==> src/rtl/game_level_fsm.sv <==
// Reaction-game sequencer: SETUP -> WAIT (countdown) -> PLAY -> GAME_OVER, with an on-chip
// ms timebase, per-channel mole respawn and score-driven levels. GAME_PAUSE_EN adds the pause port.
module game_level_fsm #(
    parameter int CLKS_PER_MS  = 50000,
    parameter int COUNTDOWN_MS = 3000,
    parameter int MAX_MS       = 30000,
    parameter int NUM_MOLES    = 4,
    parameter int SCORE_W      = 12,
    parameter int WIN_SCORE    = 1000,
    parameter int NUM_LEVELS   = 4,
    parameter int LEVEL_STEP   = 250,
    parameter int BASE_MOLE_MS = 1000,
    parameter int LEVEL_DEC_MS = 200,
    localparam int LVL_W = (NUM_LEVELS > 1) ? $clog2(NUM_LEVELS) : 1,
    localparam int TL_W  = $clog2(MAX_MS + 1)
) (
    input  logic                 clk,
    input  logic                 reset_n,
    input  logic                 play,
    input  logic [NUM_MOLES-1:0] mole_complete,
    input  logic [SCORE_W-1:0]   score,
`ifdef GAME_PAUSE_EN
    input  logic                 pause,
`endif
    output logic                 score_clear,
    output logic                 wait_flag,
    output logic                 play_flag,
    output logic                 gameover_flag,
    output logic                 won,
    output logic [NUM_MOLES-1:0] new_mole,
    output logic [LVL_W-1:0]     level,
    output logic [15:0]          mole_ms,
    output logic [TL_W-1:0]      time_left_ms,
    output logic [1:0]           state_dbg
);
    localparam int PS_W = (CLKS_PER_MS > 1) ? $clog2(CLKS_PER_MS) : 1;
    localparam int CD_W = (COUNTDOWN_MS > 0) ? $clog2(COUNTDOWN_MS + 1) : 1;

    typedef enum logic [1:0] {
        S_SETUP = 2'd0,
        S_WAIT  = 2'd1,
        S_PLAY  = 2'd2,
        S_OVER  = 2'd3
    } state_t;

    state_t               state, state_n;
    logic                 play_q;
    logic [PS_W-1:0]      presc, presc_n;
    logic [CD_W-1:0]      cd, cd_n;
    logic [TL_W-1:0]      tl_n;
    logic [LVL_W-1:0]     level_n;
    logic [15:0]          mole_ms_n;
    logic [NUM_MOLES-1:0] mole_n;
    logic                 won_n, clear_n, play_rise, tick, hold, win;

    // Visible time shrinks per level but never reaches zero.
    function automatic logic [15:0] mole_dur(input logic [LVL_W-1:0] l);
        int d;
        d = BASE_MOLE_MS - int'(l) * LEVEL_DEC_MS;
        if (d < 1) d = 1;
        return 16'(d);
    endfunction

    assign state_dbg = state;

    always_comb begin
        state_n   = state;
        presc_n   = presc;
        cd_n      = cd;
        tl_n      = time_left_ms;
        level_n   = level;
        won_n     = won;
        clear_n   = 1'b0;
        mole_n    = '0;
        play_rise = play & ~play_q;
        tick      = (presc == PS_W'(CLKS_PER_MS - 1));
        win       = (int'(score) >= WIN_SCORE);
`ifdef GAME_PAUSE_EN
        hold      = pause & ((state == S_WAIT) | (state == S_PLAY));
`else
        hold      = 1'b0;
`endif
        case (state)
            S_WAIT: begin
                if (!hold) begin
                    presc_n = tick ? '0 : presc + PS_W'(1);
                    if (tick) begin
                        cd_n = cd - CD_W'(1);
                        if (cd == CD_W'(1)) begin
                            state_n = S_PLAY;
                            tl_n    = TL_W'(MAX_MS);
                            mole_n  = '1;
                        end
                    end
                end
            end
            S_PLAY: begin
                if (!hold) begin
                    presc_n = tick ? '0 : presc + PS_W'(1);
                    if (tick && time_left_ms != '0) tl_n = time_left_ms - TL_W'(1);
                    if (int'(level) < NUM_LEVELS - 1 &&
                        int'(score) >= (int'(level) + 1) * LEVEL_STEP)
                        level_n = level + LVL_W'(1);
                    // Win beats a same-cycle timeout; no spawns on the exit edge.
                    if (win) begin
                        state_n = S_OVER;
                        won_n   = 1'b1;
                    end else if (tick && time_left_ms == TL_W'(1)) begin
                        state_n = S_OVER;
                    end else begin
                        mole_n = mole_complete;
                    end
                end
            end
            default: begin
                if (play_rise) begin
                    state_n = S_WAIT;
                    clear_n = 1'b1;
                    won_n   = 1'b0;
                    level_n = '0;
                    cd_n    = CD_W'(COUNTDOWN_MS);
                end
            end
        endcase
        if (state_n != state) presc_n = '0;
        mole_ms_n = mole_dur(level);
    end

    always_ff @(posedge clk or negedge reset_n) begin
        if (!reset_n) begin
            state         <= S_SETUP;
            play_q        <= 1'b0;
            presc         <= '0;
            cd            <= '0;
            time_left_ms  <= '0;
            level         <= '0;
            won           <= 1'b0;
            score_clear   <= 1'b0;
            new_mole      <= '0;
            mole_ms       <= mole_dur('0);
            wait_flag     <= 1'b0;
            play_flag     <= 1'b0;
            gameover_flag <= 1'b0;
        end else begin
            state         <= state_n;
            play_q        <= play;
            presc         <= presc_n;
            cd            <= cd_n;
            time_left_ms  <= tl_n;
            level         <= level_n;
            won           <= won_n;
            score_clear   <= clear_n;
            new_mole      <= mole_n;
            mole_ms       <= mole_ms_n;
            wait_flag     <= (state_n == S_WAIT);
            play_flag     <= (state_n == S_PLAY);
            gameover_flag <= (state_n == S_OVER);
        end
    end
endmodule

==> config.mk <==
export PLATFORM = sky130hd
export DESIGN_NAME = game_level_fsm
export DESIGN_NICKNAME = d
export VERILOG_FILES = /design/src/rtl/game_level_fsm.sv
export SDC_FILE = /design/constraint.sdc
export NUM_CORES = 1
export LEC_CHECK = 0
export ABC_AREA = 1
export BUFFER_PORTS_ARGS = -buffer_cell sky130_fd_sc_hd__buf_4
export CORE_MARGIN = 2
export CORE_UTILIZATION = 30
export CTS_CLUSTER_DIAMETER = 120
export CTS_CLUSTER_SIZE = 10
export DETAILED_ROUTE_END_ITERATION = 10
export PLACE_DENSITY = 0.51
export SYNTH_ARGS = -nofsm -noshare
export SYNTH_HDL_FRONTEND = slang
export SYNTH_SLANG_ARGS = --single-unit
==> constraint.sdc <==
create_clock -name clk -period 5.91 [get_ports clk]
set_clock_uncertainty 0.1 [all_clocks]
set_input_delay 0 -clock clk [delete_from_list [all_inputs] [get_ports clk]]
set_output_delay 0 -clock clk [all_outputs]
set_load 0.02 [all_outputs]
Yosys cells after proc, flatten, opt, wreduce, memory -nomap -nowiden
Cells that the tools add are included.

cells by class
  add/subtract/negate cells = 6
  $mul = 2
  divide/modulo/power cells = 0
  order comparisons = 4
  eq/ne operators = 14
  shift-type cells = 0
  mux-type cells = 30
  bitwise logic cells = 4
  reductions and logical operators = 13

operators with widths
  operator                                                     count
  2-to-1 mux 16 bit                                            4
  2-to-1 mux 15 bit                                            3
  case mux 15 bit (2 select lines)                             1
  2-to-1 mux 12 bit                                            2
  case mux 12 bit (2 select lines)                             1
  adder 16 x 1 -> 16 bit, second input constant                1
  equality test 16 bit, second input constant                  1
  2-to-1 mux 4 bit                                             4
  equality test 15 x 1 -> 1 bit, second input constant         1
  nonzero test 15 bit                                          1
  subtractor 15 x 1 -> 15 bit, second input constant           1
  2-to-1 mux 2 bit                                             7
  equality test 12 x 1 -> 1 bit, second input constant         1
  >= comparator 12 x 10 -> 1 bit, second input constant        1
  >= comparator 12 x 11 -> 1 bit                               1
  subtractor 12 x 1 -> 12 bit, second input constant           1
  less-than comparator 11 x 2 -> 1 bit, second input constant  1
  subtractor 10 x 10 -> 11 bit, first input constant           1
  multiplier 3 x 7 -> 10 bit, second input constant            1
  inequality test 2 bit, second input constant                 5
  AND reduction 3 bit                                          3
  case mux 2 bit (2 select lines)                              2
  case mux 4 bit (2 select lines)                              1
  nonzero test 2 bit                                           4
  other kinds (14)                                             24

storage, ports and cells
  bits in registers = 73
  latch bits = 0
  memory bits (writable) = 0
  ROM bits = 0
  input bits = 19
  output and inout bits = 44
  word-level logic and storage cells = 86
  memories kept = 0

Longest topological paths before layout
  depth after elaboration = 7
  mapped depth = 15
  gate-level depth less buffers = 15

Least setup slack after synthesis
OpenSTA, ideal clock, no wires.

  path kind = register -> register
  start point = register level[0]
  end point = register level[0]
  setup time = 0.129 ns
  arrival = 3.008 ns
  required time = 5.681 ns
  path slack = 2.673 ns
  cell stages (with the launch flop) = 16
  path buffers = 0
  clock period less this slack = 3.237 ns
  cells stage by stage = dfrtp_1 -> inv_1 -> ha_1 -> nor3_1 -> fa_1 -> fa_1 -> xor2_1 -> inv_1 -> ha_1 -> nand2_1 -> nor3b_1 -> nand3_1 -> nand4_1 -> nand2_1 -> nand2_1 -> o21ai_0

between the ends
  cells in the longest elaborated chain, start to end = 6
  elaborated cells on any way between the ends = 10
  those cells by class = 2 x add/sub; 1 x mul; 2 x order compare; 1 x eq/ne; 2 x mux; 2 x reduce/logical

ends and longest elaborated chain
  item                                    RTL line  source
  start, declared                         31        output logic [LVL_W-1:0] level,
  start signal, assigned                  150       level <= level_n;
  adder 2 x 1 -> 3 bit                    102       int'(score) >= (int'(level) + 1) * LEVEL_STEP)
  multiplier 3 x 7 -> 10 bit              102
  >= comparator 12 x 11 -> 1 bit          102
  logical AND 1 bit                       101       if (int'(level) < NUM_LEVELS - 1 &&
  inequality test 2 bit (no source line)  -
  AND reduction 3 bit (no source line)    -

Several ways; a longest one is shown, not always the timed one. The select of a mux whose other input is x is not followed.
A chain may end at the register's enable or synchronous reset.

Worst setup path after layout
  start point = register level[1]
  end point = register level[0]

between the ends
  cells in the longest elaborated chain, start to end = 6
  elaborated cells on any way between the ends = 7
  those cells by class = 1 x add/sub; 1 x mul; 2 x order compare; 1 x eq/ne; 2 x reduce/logical

ends and longest elaborated chain
  item                                      RTL line
  adder 2 x 1 -> 3 bit                      102
  multiplier 3 x 7 -> 10 bit                102
  >= comparator 12 x 11 -> 1 bit            102
  logical AND 1 bit *                       101
  inequality test 2 bit (no source line) *  -
  AND reduction 3 bit (no source line) *    -

Every way passes the cells marked *; elsewhere a longest branch is shown, timed or not.

==> flow_summary.ini <==
[power]
power_mw = 1.08
p_int_mw = 0.841
power_density_nw_per_um2 = 212
switching_share_pct = 22.0
p_seq_share_pct = 41.8
power_switching_mw = 0.237
power.leakage_nw = 2.43
p_comb_share_pct = 4.6
power_frac_clock_pct = 53.6
irDropWorstVdd_mv = 0.121

[timing]
slew_viol_final = 0
hold_viol = 0
max-slew-margin-rel_pct = 38.9
period_minus_slack_ns = 3.48
tightest_slew_ns = 0.914
min_period_over_period_pct = 59.0
clock.fmax_ghz = 0.287
setup_violations = 0
rsz0062_at_grt = false
setup-tns-final_ns = 0

[grt]
grt_pass1_vias = 3537
antenna_found_initial = 0
grt_max_degree = 66
track_usage_pct = 14.6
grt_pass1_wl_um = 16900
overflow = 0

[logic_synthesis]
netlist_top_cells_area = dfrtp_1 (36%), nand2_1 (9.0%), ha_1 (7.9%)
synth_top_family_by_area = simple AND/OR/NAND/NOR gates
synth_compound_gate_area_share_pct = 9.32
synthTopCellsByCount = nand2_1 (99), nor2_1 (72), inv_1 (65)
synth-adder-area-share_pct = 9.32
syn_inst = 531
synth.distinct_cells = 46
synth_area_leader_cell = dfrtp_1
synthSimpleGateAreaFrac_pct = 29.5
synth_warnings = 0
synth_area_per_cell_sq_um = 7.79
yosysMostFrequentCell = nand2_1
ys_seq_area_share_pct = 39.5
muxShareOfSynthArea_pct = 0
synth_edf_count = 0
synthArstFlopShare_pct = 100
netlist.area_leader.share_pct = 36.3
synth-main-ff-cell = dfrtp_1
synth_area_sq_um = 4140
ys_ff_latch = 65
synth-xor-area-share_pct = 3.60

[setup_path]
worstRegToRegCells = 15
cpMostUsedCell = nand2_1
crit_slowest_cell = dfrtp_1
r2r-start = level[1]
endpoint = level[0]
critPathMaxStageDelay_ns = 0.50
cp-startpoint = level[1]
critical_path_class = register to register
crit_path_start_kind = register
cp.required_ns = 6.02
r2r_setup_slack_ns = 2.43
critPathArrivalTime_ns = 3.59
r2r-end = level[0]
cp-end-kind = register
crit_chain = inv_1 -> ha_1 -> nor3_1 -> fa_1 -> fa_1 -> xor2_1 -> inv_1 -> ha_1 -> nand2_1 -> nor3b_1 -> nand3_1 -> nand4_1 -> nand2_1 -> nand2_1 -> o21ai_0
path_max_fanout = 8

[placed_design]
io_buffers = 60
dp_hpwl_um = 7350
gp_congestion = 0.841
placed_cell_area_sq_um = 4710

[cells_and_area]
design_area_sq_um = 5090
areaGrowthSynthToFinish_pct = 23.1
diodes = 0
finalNetCount = 642
drive_above_1_share_pct = 19.0
postLayoutCoreUtil_pct = 38.2

[cts]
cts_tree = yes
numCtsBuffers = 9
postCtsSetupBuffers = 0
htreeDepth = 3
clockBufferDepth = 2
cts-root-buf = clkbuf_16
cts_resized = 0
clk_pin_slew_ns = 0.06
clk_latency_ns = 0.34
cts.sinks = 65
postCtsHoldBufs = 6

[die]
die_y_um = 121
die_x_um = 121
coreArea_sq_um = 13300
dieArea_sq_um = 14700
start_util_pct = 31.0
rows = 42
ioPinCount = 63

[detailed_routing]
routedWlPerCell_um = 12.9
ant_nets = 0
vias_per_cell = 4.67
wl_um = 9980
drc = 0
first_pass_iters = 4
num_vias = 3617
initialDrtViolationCount = 245

[hold_path]
hp-class = input pin to register

[run_status]
outcome = finished, final reports clean

[job]
maxCapViolations = 0
-- layer usage --
layer	track usage, %	part of all wire, %	vias to the layer above
met2	22.6	45	74
met4	7.18	3.1	0
li1	-	-	1831
met1	19.2	49	1691
met5	0	0	-
met3	3.10	3.4	21
-- worst max-delay path, delay by kind of cell, from the launching register on --
family	cells	cell delay, ns
buf+inv	2	0.22
xor+xnor	1	0.16
fa+ha+maj	4	1.45
simple gates	7	0.83
flops	1	0.50
compound gates	1	0.08
-- logic make-up after synthesis --
group | after synthesis
simple gates | 266
buf+inv | 84
compound gates | 69
flops | 65
fa+ha+maj | 29
xor+xnor | 17
other cells | 1
-- sequential cells by signal (all words and copies together), names as in the netlist --
signal,count
play_flag,1
cd,12
presc,16
wait_flag,1
score_clear,1
level,2
play_q,1
won,1
gameover_flag,1
mole_ms,8
new_mole,4
time_left_ms,15
state_dbg,2
-- how the worst min path moves through the flow --
stage | start | end | slack [ns] | cells past startpoint
after floorplan | reset_n | cd[0] | -0.40 | 0
after global placement | play | play_q | 0.02 | 1
after detailed placement | play | play_q | 0.03 | 1
after CTS | score[10] | won | 0.03 | 5
after global routing | score[10] | won | 0.07 | 5
final | score[10] | won | 0.03 | 5
-- final cells by class --
class                           count  area (sq um)
Fill cell                        1436          8250
Multi-Input combinational cell    385          2160
Timing Repair Buffer               66           510
Sequential cell                    65          1630
Inverter                           67           253
Clock buffer                       10           229
Clock inverter                      6          92.6
Tap cell                          176           220
-- metrics by stage --
step | hold WS (ns) | std cells | setup slack (ns)
6_report | 0.0304 | 775 | 2.43
3_5_place_dp | 0.0252 | 753 | 2.43
2_1_floorplan | -0.396 | 534 | 2.67
3_3_place_gp | 0.0199 | 753 | 2.60
4_1_cts | 0.0320 | 775 | 2.40
5_1_grt | 0.0677 | 775 | 2.19
-- cell usage in the layout (no fill, tap or decap), types with 3 or more instances in the layout --
cell type      count
nand2_1           99
dlygate4sd3_1      6
nor4_1             4
conb_1             4
nor3_1            11
nor2_2            15
a21oi_1           15
inv_1             65
o21ai_0           36
fa_1               3
dfstp_2            5
xor2_1            12
ha_1              26
nor2_1            72
nand3_1           34
clkbuf_16          9
or2_2              6
buf_4             60
nand2_2            5
xnor2_1            5
dfrtp_1           60
nand4_1           13
-- power by group through the flow --
stage | Sequential, mW | Combinational [mW] | Clock (mW)
CTS | 0.450 | 0.0511 | 0.594
detailed placement | 0.458 | 0.0479 | 0
global placement | 0.458 | 0.0474 | 0
global route | 0.451 | 0.0566 | 0.614
finish | 0.450 | 0.0501 | 0.577
floorplan | 0.462 | 0.0186 | 0
(Power assumes the default switching activity.)
